## config.mk

```make
export PLATFORM = sky130hd
export DESIGN_NAME = haze_frame_sequencer
export DESIGN_NICKNAME = d
export VERILOG_FILES = /design/src/rtl/haze_frame_sequencer.sv
export SDC_FILE = /design/constraint.sdc
export NUM_CORES = 1
export LEC_CHECK = 0
export BUFFER_PORTS_ARGS = -buffer_cell sky130_fd_sc_hd__buf_2
export CORE_AREA = 2 2 74 76
export CTS_CLUSTER_DIAMETER = 60
export DETAILED_ROUTE_END_ITERATION = 10
export DIE_AREA = 0 0 76 78
export PLACE_DENSITY = 0.78
export SETUP_SLACK_MARGIN = 0.05
export SYNTH_ARGS = -nofsm -noshare
export SYNTH_HDL_FRONTEND = slang
export SYNTH_SLANG_ARGS = --single-unit
```

## constraint.sdc

```tcl
create_clock -name ACLK -period 2 [get_ports ACLK]
set_input_delay 0.4 -clock ACLK [delete_from_list [all_inputs] [get_ports ACLK]]
set_output_delay 0.4 -clock ACLK [all_outputs]
set_load 0.05 [all_outputs]
```

## src/rtl/haze_frame_sequencer.sv

```systemverilog
// haze_frame_sequencer: two-pass frame controller (ALE pass, ALE wait, dehaze pass, drain)
//   ACLK/ARESETn       clock, async active-low reset
//   enable             start/continue frames, sampled only in IDLE
//   s_valid/s_last     input stream handshake and framing check, s_ready gates the stream
//   fifo_ready         output buffer not prog-full
//   ale_done           ALE result valid, ale_clear restarts ALE at frame start
//   ale_enable/te_enable  registered stage enables for the clock-gating cells
//   m_valid/m_ready    output stream handshake, m_last marks beat N-1
//   frame_done         pulse after the final output beat
//   state              current state code
//   tlast_err/ale_timeout  sticky error flags, cleared at frame start
module haze_frame_sequencer #(
   parameter int IMG_WIDTH   = 512,
   parameter int IMG_HEIGHT  = 512,
   parameter int CNT_W       = 20,
   parameter int ALE_TIMEOUT = 4096
) (
   input  logic       ACLK,
   input  logic       ARESETn,
   input  logic       enable,
   input  logic       s_valid,
   input  logic       s_last,
   input  logic       fifo_ready,
   output logic       s_ready,
   input  logic       ale_done,
   output logic       ale_clear,
   output logic       ale_enable,
   output logic       te_enable,
   input  logic       m_valid,
   input  logic       m_ready,
   output logic       m_last,
   output logic       frame_done,
   output logic [2:0] state,
   output logic       tlast_err,
   output logic       ale_timeout
);
   typedef enum logic [2:0] {IDLE = 3'd0, ALE_PASS = 3'd1, ALE_WAIT = 3'd2, DEHAZE_PASS = 3'd3, DRAIN = 3'd4} state_e;
   localparam int N  = IMG_WIDTH * IMG_HEIGHT;
   localparam int WW = $clog2(ALE_TIMEOUT + 1);
   localparam logic [CNT_W-1:0] LAST      = CNT_W'(N - 1);
   localparam logic [WW-1:0]    WAIT_LAST = WW'(ALE_TIMEOUT - 1);

   state_e           state_q, state_d;
   logic [CNT_W-1:0] in_cnt_q, in_cnt_d, out_cnt_q, out_cnt_d;
   logic [WW-1:0]    wait_cnt_q, wait_cnt_d;
   logic             tlast_err_q, tlast_err_d, ale_timeout_q, ale_timeout_d;
   logic             frame_done_q, ale_en_q, te_en_q;
   logic             in_pass, out_pass, in_beat, out_beat, in_final, out_final, start;

   assign in_pass   = state_q == ALE_PASS || state_q == DEHAZE_PASS;
   assign out_pass  = state_q == DEHAZE_PASS || state_q == DRAIN;
   assign s_ready   = in_pass & fifo_ready;
   assign in_beat   = s_valid & s_ready;
   assign out_beat  = m_valid & m_ready & out_pass;
   assign in_final  = in_beat & (in_cnt_q == LAST);
   assign out_final = out_beat & (out_cnt_q == LAST);
   assign m_last    = m_valid & out_pass & (out_cnt_q == LAST);
   assign start     = state_q == IDLE && enable;
   // gated by reset so the pulse cannot appear while the block is held in reset
   assign ale_clear = start & ARESETn;

   assign state       = state_q;
   assign tlast_err   = tlast_err_q;
   assign ale_timeout = ale_timeout_q;
   assign frame_done  = frame_done_q;
   assign ale_enable  = ale_en_q;
   assign te_enable   = te_en_q;

   always_comb begin
      state_d       = state_q;
      in_cnt_d      = in_beat ? (in_final ? '0 : in_cnt_q + 1'b1) : in_cnt_q;
      out_cnt_d     = out_beat ? (out_final ? '0 : out_cnt_q + 1'b1) : out_cnt_q;
      wait_cnt_d    = '0;
      // a beat is mis-framed when s_last disagrees with "this is beat N-1"
      tlast_err_d   = start ? 1'b0 : tlast_err_q | (in_beat & (s_last != (in_cnt_q == LAST)));
      ale_timeout_d = start ? 1'b0 : ale_timeout_q;
      case (state_q)
         IDLE:        if (enable) state_d = ALE_PASS;
         ALE_PASS:    if (in_final) state_d = ALE_WAIT;
         ALE_WAIT: begin
            wait_cnt_d = (ale_done || wait_cnt_q == WAIT_LAST) ? '0 : wait_cnt_q + 1'b1;
            if (ale_done) state_d = DEHAZE_PASS;
            else if (wait_cnt_q == WAIT_LAST) begin
               state_d       = DEHAZE_PASS;
               ale_timeout_d = 1'b1;
            end
         end
         DEHAZE_PASS: if (in_final) state_d = out_final ? IDLE : DRAIN;
         DRAIN:       if (out_final) state_d = IDLE;
         default:     state_d = IDLE;
      endcase
   end

   // enables come straight from flops (next-state decoded) so the gating latches see no glitches
   always_ff @(posedge ACLK or negedge ARESETn) begin
      if (!ARESETn) begin
         state_q       <= IDLE;
         in_cnt_q      <= '0;
         out_cnt_q     <= '0;
         wait_cnt_q    <= '0;
         tlast_err_q   <= 1'b0;
         ale_timeout_q <= 1'b0;
         frame_done_q  <= 1'b0;
         ale_en_q      <= 1'b0;
         te_en_q       <= 1'b0;
      end else begin
         state_q       <= state_d;
         in_cnt_q      <= in_cnt_d;
         out_cnt_q     <= out_cnt_d;
         wait_cnt_q    <= wait_cnt_d;
         tlast_err_q   <= tlast_err_d;
         ale_timeout_q <= ale_timeout_d;
         frame_done_q  <= out_final;
         ale_en_q      <= state_d == ALE_PASS || state_d == ALE_WAIT;
         te_en_q       <= state_d == DEHAZE_PASS || state_d == DRAIN;
      end
   end
endmodule

```

Word-level counts from Yosys, hierarchy flattened --
Index checks and enable logic that the tools add are counted.
Word-level totals: register bits after elaboration 61, latch bits 0, bits in writable memories 0, bits in read-only memories 0, output and inout bits 11, memories kept 0
Operators by class: add/sub/neg operators 3, multiply operators 0, div/mod/pow operators 0, $lt $le $gt $ge 0, eq/ne operators 12, shift-type cells 0, mux-type cells 17, bitwise operators 11, reductions and logical operators 7
Operator list (number):
- adder 20 x 1 -> 20 bit (second input constant) | 2
- == test 20 x 18 -> 1 bit (second input constant) | 2
- 2-to-1 mux 20 bit | 2
- 2-to-1 mux 13 bit | 2
- 2-to-1 mux 3 bit | 7
- one-hot mux 3 bit (5 select lines) | 1
- adder 13 x 1 -> 13 bit (second input constant) | 1
- == test 13 x 12 -> 1 bit (second input constant) | 1
- == test 3 x 2 -> 1 bit (second input constant) | 4
- AND 1 bit | 10
- == test 3 x 1 -> 1 bit (second input constant) | 2
- == test 3 bit (second input constant) | 2
- logical OR 1 bit | 5
- 2-to-1 mux 1 bit | 5
- logical NOT 3 bit | 1
- logical AND 1 bit | 1
- != test 1 bit | 1
- bitwise OR 1 bit | 1

Depth between registers and ports, before layout --
Gate-level depths: netlist of the first run.
depth in word-level cells 9, depth in mapped cells 8, gate-level depth less buffers 6

Worst setup path after synthesis of the first run --
No wires, ideal clock.
kind reg-to-output, from register state_q[2] (netlist: state[2]), to output port m_last, arrival time 2.341 ns, required time 1.600 ns, path slack -0.741 ns, cell stages (with the launch flop) 5, path buffers 1, cells stage by stage dfrtp_1 > buf_4 > nor3b_4 > o21ai_0 > nor4_2
Between the ends: longest elaborated chain between the ends 4
RTL lines:
- from (decl) | RTL line 43 | state_e state_q, state_d;
- from (signal assigned) | RTL line 107 | state_q <= state_d;
- == test 3 x 2 -> 1 bit / == test 3 bit (equally long branches) | RTL line 51 | assign out_pass = state_q == DEHAZE_PASS || state_q == DRAIN;
- logical OR 1 bit * | RTL line 51
- AND 1 bit * (2 in a row) | RTL line 57 | assign m_last = m_valid & out_pass & (out_cnt_q == LAST);
- to (decl) | RTL line 31 | output logic m_last,
Mark *: on every way between the ends. The rest lies on a longest branch, timed or not.

Final worst setup path of the first run --
from register out_cnt_q[14], to output port m_last
Between the ends: longest elaborated chain between the ends 2
RTL lines:
- from (decl) | RTL line 44 | logic [CNT_W-1:0] in_cnt_q, in_cnt_d, out_cnt_q, out_cnt_d;
- from (signal assigned) | RTL line 109 | out_cnt_q <= out_cnt_d;
- == test 20 x 18 -> 1 bit | RTL line 57
- AND 1 bit | RTL line 57
No other way between the ends.

==> metrics.md, run 1 <==
| Metric | Value |
|---|---|
| Outcome | finished, violations left |
| Failing checks | negative setup slack |
| CTS Root Buffer Type | clkbuf_8 |
| Synth cell count leaders | dfrtp_1, nor2_1, xnor2_1 |
| DIE WIDTH | 76 um |
| Critical Path AT | 1.64 ns |
| Initial antenna violation count | 0 |
| Clk_lat worst skew | 0.34 ns |
| Crit Reg-Reg Endpoint | out_cnt_q[18] |
| Die area | 5930 sq um |
| CP Class | reg2out |
| Slew margin rel. | 49.3% |
| Most common cell in the netlist | dfrtp_1 |
| Antenna cells | 0 |
| Post-route setup TNS | -0.0382 ns |
| Netlist cell types | 43 |
| Syn Std Cell Area | 3020 sq um |
| Worst setup slack after layout | -0.0382 ns |
| Grt total ovfl | 0 |
| GRT Overall Usage | 23.5% |
| Final Skew | 0.00876 ns |
| #FFs+latches synth | 61 |
| RSZ-0062 raised after global routing | yes |
| FMAX | 491 MHz |
| Final WL | 6230 um |
| Final min period | 2.04 ns |
| Hold Crit Class | in2async |
| Top cells by area, synth | dfrtp_1, xnor2_1, nor2_1, xor2_1, nand4_1 |
| Worst reg2reg setup slack | 0.18 ns |
| WL per Instance | 14.5 um |
| CP endpoint kind | output port |
| Synth Net Count | 308 |
| Ratio of cells with drive above 1 in the final layout | 27.5% |
| Post-route ant nets | 0 |
| Pin count of the biggest net entering global routing | 62 |
| R2R depth | 6 |
| Startpoint Class | flop |
| Post-Syn Instances | 296 |
| Leakage power | 1.73 nW |
| Remaining DRCs | 0 |
| CTS Sinks | 61 |
| Final #Nets | 367 |
| First DRT Iteration DRCs | 150 |
| PortBufs | 19 |
| Initial Util | 59.9% |
| Sequential fraction of the synthesis area | 50.6% |
| Core Region | 5040 sq um |
| HPWL after DPL | 4030 um |
| Vias per std cell | 5.54 |
| Top cell type's share of synthesized area | 50.6% |
| H-tree depth | 3 |
| Final setup vio count | 1 |
| Cts hold-fix bufs | 0 |
| Clock Tree Buf Depth | 2 |
| Top-Level Pins | 20 |
| Die Y | 78 um |
| Synth-to-layout area growth | 24.2% |
| Fin crit share | 102% |
| Cell Pwr Density | 712 nW/um^2 |
| Max VDD drop | 0.000764 V |
| Max-Cap Viols | 0 |
| Gpl congestion | 0.857 |
| Avg Inst Size Synth | 10.2 sq um |
| Reg clk slew, reported paths | 0.06 ns |
| Vias in the first global route | 2447 |
| Fin util | 74.3% |
| TritonCTS buffer count | 9 |
| CTS tree | yes |
| Slew Limit Fails | 0 |
| CP Max Fanout | 2 |
| Hold violation count in the final report | 0 |
| Site Rows | 26 |
| Via count | 2384 |
| Dominant cell type by area after synthesis | dfrtp_1 |
| DRT Pass-1 Iters | 4 |
| Yosys warns | 0 |
| Total chip power | 2.67 mW |
| CP required | 1.60 ns |
| Worst-Margin Slew | 0.760 ns |
| Number of synthesized flops with an enable pin | 0 |
| First-pass GRT wire length | 10900 um |
| Synth Flop Type | dfrtp_1 |
| Asr flop ratio synth | 100% |
| Launching point of the worst reg2reg path | state[1] |
==> routing by layer <==
metal,global-route usage (%),wire [um]
met1,28.8,2780
met2,38.8,3110
met3,8.14,270
met4,8.73,68
met5,0,0
==> cell families (layout without fill, tap and decap cells) <==
group,after synthesis,count (layout),share of synthesized area [%]
AO/OA/AOI/OAI,21,21,5.18
XOR/XNOR,44,44,12.8
adder cells (fa/ha/maj),3,3,1.24
buffers and inverters,17,81,2.86
flip-flops,61,61,50.6
multiplexers,2,2,0.705
AND/OR/NAND/NOR,148,148,26.7
==> registers in the layout, indices dropped and copies added (netlist names) <==
register     flops
state            3
ale_enable       1
out_cnt_q       20
wait_cnt_q      13
te_enable        1
frame_done       1
ale_timeout      1
in_cnt_q        20
tlast_err        1
==> placed cells by master (no fill, tap or decap), types with 2 or more instances in the layout <==
cell type and count:
xnor2_1 30, and4_1 4, nand4_1 16, nand3_1 16, nand2_1 23, nor2_2 3
bufinv_16 2, ha_1 2, o21ai_0 5, nor3_1 11, and4_4 3, clkbuf_8 11
and3_1 8, buf_2 17, dfrtp_2 3, nor4_4 2, buf_4 41, a21o_1 3
o31ai_1 2, and2_1 3, nor4_2 3, a21oi_1 3, o211a_1 2, and3b_1 2
clkinv_2 2, dfrtp_1 58, nor2_1 37, xor2_1 14, inv_1 6, nor4_1 4
==> area by class of cell <==
type	count	area, sq um
Sequential cell	61	1530
Multi-Input combinational cell	218	1480
Fill cell	343	1290
Timing Repair Buffer	59	404
Clock buffer	12	155
Tap cell	70	87.6
Clock inverter	4	70.1
Inverter	6	22.5
==> worst max-delay path, stage by stage, from the launching register on <==
cell     delay, ns
dfrtp_1       0.37
and4_4        0.24
nand4_1       0.17
nor4_4        0.33
buf_6         0.21
==> worst max path at each step <==
stage                  start      to  slack, ns  cells after the start
6_report       out_cnt_q[14]  m_last      -0.04                      4
5_1_grt         out_cnt_q[8]  m_last      -0.09                      4
4_1_cts         out_cnt_q[8]  m_last     -0.004                      4
3_5_place_dp    out_cnt_q[5]  m_last       0.09                      4
3_3_place_gp    out_cnt_q[5]  m_last       0.13                      4
2_1_floorplan       state[0]  m_last      -0.05                      4
==> what timing repair did <==
action | 4_1_cts | 5_1_grt
setup buffers | 16 | 2
pin swaps | 5 | 2
resized for setup | 8 | 8
endpoints found under the setup margin | 2 | 17
==> stage by stage <==
step	setup slack, ns	cell area [sq um]	cells	hold WS, ns
CTS	-0.00400	3690	428	0.270
finish	-0.0382	3750	430	0.245
floorplan	-0.0463	3050	296	0.104
global route	-0.0869	3750	430	0.309
global placement	0.126	3320	396	0.464
detailed placement	0.0856	3320	396	0.476
==> report_power, final <==
part / internal (mW) / leakage, nW / switching (mW)
Combinational: 0.0508 / 0.786 / 0.0733
Sequential: 1.28 / 0.826 / 0.0530
Clock: 0.765 / 0.116 / 0.450
No activity file was read; power rests on OpenSTA's default activity.
==> inputs of run 2 (changes only) <==
- CORE_AREA: 2 2 74 76 -> 2 2 107 109
- DIE_AREA: 0 0 76 78 -> 0 0 109 111
- PLACE_DENSITY: 0.78 -> default
==> run 2 against run 1 <==
Net effect: the flow still finishes with violations (negative setup slack); clock skew hardly changed; routed wire length increased by 4.6%; first-iteration DRC count is 18% lower; hold slack better by 0.0014 ns; critical endpoint unchanged.
==> metrics.md, run 2 (synthesis gave the netlist of run 1 again) <==
| Metric | Value |
|---|---|
| Final setup vio count | 1 (unchanged) |
| HPWL after DPL | 4210 um (was 4030 um) |
| Reg clk slew, reported paths | 0.05 ns (was 0.06 ns) |
| Switching Fraction | 23.4% (was 21.6%) |
| Failing checks | negative setup slack (unchanged) |
| CTS tree | yes (unchanged) |
| CP required | 1.60 ns (about the same) |
| RSZ-0062 raised after global routing | yes (unchanged) |
| CP endpoint kind | output port (unchanged) |
| Fin area | 3900 sq um (was 3750 sq um) |
| Clock share of power | 51.5% (was 45.5%) |
| Critical-path top delay cell | dfrtp_1 (unchanged) |
| Top delay family on crit path | simple AND/OR/NAND/NOR gates (unchanged) |
| Cell Pwr Density | 769 nW/um^2 (was 712 nW/um^2) |
| PortBufs | 19 (unchanged) |
| Max-Cap Viols | 0 (unchanged) |
| Synth-to-layout area growth | 29.1% (was 24.2%) |
| CP Max Fanout | 3 (was 2) |
| Initial antenna violation count | 0 (unchanged) |
| Largest regs | in_cnt_q: 20 flops, out_cnt_q: 20 flops, wait_cnt_q: 13 flops (unchanged) |
| Post-route ant nets | 0 (unchanged) |
| WL per Instance | 13.0 um (was 14.5 um) |
| Multi-input gate area | 1480 sq um (about the same) |
| Crit path largest cell delay | 0.35 ns (was 0.37 ns) |
| Final min period | 2.01 ns (was 2.04 ns) |
| FMAX | 498 MHz (was 491 MHz) |
| GRT Overall Usage | 11.4% (was 23.5%) |
| Final Skew | 0.00922 ns (was 0.00876 ns) |
| Die area | 12100 sq um (was 5930 sq um) |
| Grt total ovfl | 0 (unchanged) |
| Most common cell after layout, fill and taps aside | dfrtp_1 (unchanged) |
| Startpoint Class | flop (unchanged) |
| Gate power share | 4.0% (was 4.7%) |
| CTS Root Buffer Type | clkbuf_16 (was clkbuf_8) |
| Fin crit share | 100% (was 102%) |
| Vias in the first global route | 2364 (was 2447) |
| Vias per std cell | 4.72 (was 5.54) |
| Fin util | 35.2% (was 74.3%) |
| Cts hold-fix bufs | 0 (unchanged) |
| Most frequent cells in the layout | dfrtp_1, nor2_1, buf_4, xnor2_1, nand2_1 (was dfrtp_1, buf_4, nor2_1, xnor2_1, nand2_1) |
| Post-route setup TNS | -0.00908 ns (was -0.0382 ns) |
| First-pass GRT wire length | 10900 um (about the same) |
| Leakage power | 1.74 nW (was 1.73 nW) |
| CP Class | reg2out (unchanged) |
| Slew Limit Fails | 0 (unchanged) |
| Hold Crit Class | in2async (unchanged) |
| Outcome | finished, violations left (unchanged) |
| Place WS | 0.132 ns (was 0.0856 ns) |
| CP Cell Sequence | and4_4 -> nand4_1 -> nor4_4 -> buf_6 (unchanged) |
| Seq pwr share | 44.5% (was 49.8%) |
| Die Y | 111 um (was 78 um) |
| Clock Tree Buf Depth | 2 (unchanged) |
| H-tree depth | 3 (unchanged) |
| Cell Int Power | 2.30 mW (was 2.09 mW) |
| Core Region | 11100 sq um (was 5040 sq um) |
| Worst setup slack after layout | -0.00908 ns (was -0.0382 ns) |
| Antenna cells | 0 (unchanged) |
| Post-DP Area | 3400 sq um (was 3320 sq um) |
| CTS Sinks | 61 (unchanged) |
| Pin count of the biggest net entering global routing | 62 (unchanged) |
| First DRT Iteration DRCs | 123 (was 150) |
| R2R depth | 8 (was 6) |
| Worst-Margin Slew | 0.779 ns (was 0.760 ns) |
| Final WL | 6510 um (was 6230 um) |
| Site Rows | 39 (was 26) |
| Top-Level Pins | 20 (unchanged) |
| Initial Util | 27.3% (was 59.9%) |
| DIE WIDTH | 109 um (was 76 um) |
| Hold violation count in the final report | 0 (unchanged) |
| Reg area | 1530 sq um (unchanged) |
| Final #Nets | 364 (was 367) |
| Ratio of cells with drive above 1 in the final layout | 26.9% (was 27.5%) |
| TritonCTS buffer count | 9 (unchanged) |
| Worst path depth | 4 (unchanged) |
| Slew margin rel. | 48.0% (was 49.3%) |
| Clk_lat worst skew | 0.33 ns (was 0.34 ns) |
| Gpl congestion | 0.810 (was 0.857) |
| Fillers | 1089 (was 343) |
| Remaining DRCs | 0 (unchanged) |
| Switching power | 0.702 mW (was 0.576 mW) |
| Critical Path AT | 1.61 ns (was 1.64 ns) |
| Max VDD drop | 0.000380 V (was 0.000764 V) |
| Via count | 2362 (was 2384) |
| DRT Pass-1 Iters | 4 (unchanged) |
| Buf/Inv on CP | 1 (unchanged) |
[run 2: per-stage QoR]
step | power, mW | hold WS (ns) | std cells
2_1_floorplan | 1.41 | 0.104 | 296
3_3_place_gp | 1.47 | 0.456 | 468
3_5_place_dp | 1.48 | 0.460 | 468
4_1_cts | 3.03 | 0.303 | 496
5_1_grt | 3.12 | 0.335 | 500
6_report | 3.00 | 0.247 | 500
[run 2: final timing paths]
kind                                    start       endpoint  slack, ns
max in group asynchronous             ARESETn       state[0]       1.19
min in group ACLK                      s_last      tlast_err       0.38
worst min register to register  out_cnt_q[19]  out_cnt_q[19]       0.47
worst max-delay path            out_cnt_q[14]         m_last     -0.009
worst max register to register  out_cnt_q[14]      te_enable       0.17
worst min-delay path                  ARESETn    in_cnt_q[0]       0.25
[run 2: power by group through the flow]
stage	Clock [mW]	Combinational (mW)	Sequential (mW)
CTS	1.57	0.123	1.33
global placement	0	0.119	1.35
finish	1.54	0.121	1.33
detailed placement	0	0.124	1.35
global route	1.64	0.143	1.34
floorplan	0	0.0699	1.34
[run 2: worst reg2reg max path, cell delays in order (launching register included)]
cell,delay [ns]
dfrtp_1,0.35
and4_4,0.24
nand4_1,0.18
buf_4,0.20
buf_4,0.14
nor4_4,0.27
buf_6,0.17
nand2_1,0.05
o2bb2ai_1,0.12
[run 2: layout make-up]
| type | instances | area share, % |
|---|---|---|
| Clock inverter | 7 | 1.93 |
| Timing Repair Buffer | 56 | 9.89 |
| Clock buffer | 9 | 5.78 |
| Tap cell | 143 | 4.59 |
| Inverter | 6 | 0.578 |
| Multi-Input combinational cell | 218 | 38.0 |
| Sequential cell | 61 | 39.3 |
[run 2: repair_timing]
item                                    CTS  global route
hold endpoints to repair                  0             0
gates resized for setup                   9             7
pin swaps                                 6             2
endpoints found under the setup margin    2             8
buffers inserted                         12             4
[run 2: layer usage]
metal	global-route usage, %	up-vias	share of wire [%]
met5	0	-	0
met4	6.84	0	3.6
met3	2.35	17	3.5
met2	17.6	50	46
met1	14.4	1152	47
li1	-	1143	-
==> inputs of run 3 (changes only) <==
- RECOVER_POWER: default -> 50
==> run 3 against run 2 <==
Net effect: the run ends with max-capacitance violations, max-slew violations, negative setup slack left; via count about the same; total power barely moved; core utilization decreased by 0.079 points; hold slack gained 0.13 ns; combinational power is essentially flat; cell area down 0.22%; largest cell class unchanged.
==> metrics.md, run 3 (synthesis gave the netlist of run 1 again) <==
| Metric | Value |
|---|---|
| Worst setup slack after layout | -0.00908 ns (unchanged) |
| WL per Instance | 13.0 um (about the same) |
| Hold violation count in the final report | 0 (unchanged) |
| H-tree depth | 3 (unchanged) |
| Slew Limit Fails | 62 (was 0) |
| Final min period | 2.01 ns (unchanged) |
| Leakage power | 1.73 nW (was 1.74 nW) |
| Slew margin rel. | -1.61% (was 48.0%) |
| Post-route setup TNS | -0.00908 ns (unchanged) |
| CP endpoint kind | output port (unchanged) |
| Final Skew | 0.00924 ns (was 0.00922 ns) |
| Post-DP Area | 3400 sq um (unchanged) |
| FMAX | 498 MHz (unchanged) |
| Synth-to-layout area growth | 28.8% (was 29.1%) |
| Max-Cap Viols | 1 (was 0) |
| Total chip power | 3.00 mW (about the same) |
| DRT Pass-1 Iters | 4 (unchanged) |
| Reg clk slew, reported paths | 0.05 ns (about the same) |
| Vias in the first global route | 2364 (unchanged) |
| Via count | 2364 (was 2362) |
| Initial antenna violation count | 0 (unchanged) |
| GRT Overall Usage | 11.4% (unchanged) |
| Startpoint Class | flop (unchanged) |
| Most frequent cells in the layout | dfrtp_1, nor2_1, buf_4, xnor2_1, nand2_1 (unchanged) |
| CTS tree | yes (unchanged) |
| Worst setup path startpoint | out_cnt_q[14] (unchanged) |
| Site Rows | 39 (unchanged) |
| Fin crit share | 100% (unchanged) |
| Top-Level Pins | 20 (unchanged) |
| Die Y | 111 um (unchanged) |
| Hold Crit Class | in2reg (was in2async) |
| Fin util | 35.1% (was 35.2%) |
| RSZ-0062 raised after global routing | yes (unchanged) |
| CTS Root Buffer Type | clkbuf_16 (unchanged) |
| Failing checks | max-capacitance violations, max-slew violations, negative setup slack (was negative setup slack) |
| Gpl congestion | 0.810 (unchanged) |
| Post-route ant nets | 0 (unchanged) |
| First DRT Iteration DRCs | 123 (unchanged) |
| Clock Tree Buf Depth | 2 (unchanged) |
| First-pass GRT wire length | 10900 um (unchanged) |
| Worst-Margin Slew | 1.52 ns (was 0.779 ns) |
| Final #Nets | 364 (unchanged) |
| DIE WIDTH | 109 um (unchanged) |
| Launching point of the worst reg2reg path | out_cnt_q[14] (unchanged) |
| Most common cell after layout, fill and taps aside | dfrtp_1 (unchanged) |
| Cell Pwr Density | 771 nW/um^2 (was 769 nW/um^2) |
| Outcome | finished, violations left (unchanged) |
| Pin count of the biggest net entering global routing | 62 (unchanged) |
| Max VDD drop | 0.000380 V (about the same) |
| HPWL after DPL | 4210 um (unchanged) |
| Fillers | 1089 (unchanged) |
| Ratio of cells with drive above 1 in the final layout | 25.5% (was 26.9%) |
| CP Class | reg2out (unchanged) |
| Post-Layout Cell Count | 500 (unchanged) |
| Grt total ovfl | 0 (unchanged) |
| Fin area | 3890 sq um (was 3900 sq um) |
| Core Region | 11100 sq um (unchanged) |
| Critical Path AT | 1.61 ns (about the same) |
| Final WL | 6520 um (was 6510 um) |
| Placed Cells | 468 (unchanged) |
| PortBufs | 19 (unchanged) |
| Die area | 12100 sq um (unchanged) |
| Hold Startpoint | s_last |
| TritonCTS buffer count | 9 (unchanged) |
| CP required | 1.60 ns (about the same) |
| Largest regs | in_cnt_q: 20 flops, out_cnt_q: 20 flops, wait_cnt_q: 13 flops (unchanged) |
| Antenna cells | 0 (unchanged) |
| Initial Util | 27.3% (unchanged) |
| Final setup vio count | 1 (unchanged) |
| CTS Sinks | 61 (unchanged) |
| Remaining DRCs | 0 (unchanged) |
| Clk_lat worst skew | 0.33 ns (about the same) |
| Vias per std cell | 4.73 (was 4.72) |
| CP Max Fanout | 3 (unchanged) |
## run 3: report_power, final
group | switching [mW] | internal, mW
sequential | 0.0560 | 1.28
combinational | 0.0713 | 0.0490
clock | 0.575 | 0.969
## run 3: layer usage
metal	GRT usage, %	share of wire [%]	vias to the layer above
met5	0	0	-
met4	6.84	3.6	0
met3	2.35	3.6	17
met2	17.6	46	52
met1	14.4	47	1152
li1	-	-	1143
## run 3: worst max-delay path, stage by stage, from the launching register on
cell     delay [ns]
dfrtp_1        0.35
and4_4         0.24
nand4_1        0.18
nor4_4         0.31
buf_6          0.20
## run 3: final cells by class
| type | instances | area (sq um) | area share (%) |
|---|---|---|---|
| clock buffer | 9 | 225 | 5.79 |
| multi-input combinational | 218 | 1480 | 38.1 |
| tap | 143 | 179 | 4.60 |
| clock inverter | 7 | 75.1 | 1.93 |
| timing repair buffer | 56 | 377 | 9.68 |
| sequential | 61 | 1530 | 39.4 |
| inverter | 6 | 22.5 | 0.579 |
## run 3: timing repair
item	in CTS	in global routing
resized for setup	9	7
cloned	0	0
buffers inserted	12	4
pin swaps	6	2
hold buffers	0	0
setup endpoints to repair	2	8
## run 3: stage by stage
stage	setup slack [ns]	hold slack (ns)
floorplan	-0.0463	0.104
detailed placement	0.132	0.460
CTS	-0.0153	0.303
global placement	0.169	0.456
global route	-0.0441	0.403
finish	-0.00908	0.381
## run 3: worst paths after layout
kind	end	slack [ns]	cells after the start
max	m_last	-0.009	4
min	tlast_err	0.38	3
max reg2reg	te_enable	0.17	8
min reg2reg	out_cnt_q[19]	0.47	1
max in group asynchronous	state[0]	0.41	2
min in group asynchronous	in_cnt_q[0]	0.57	2
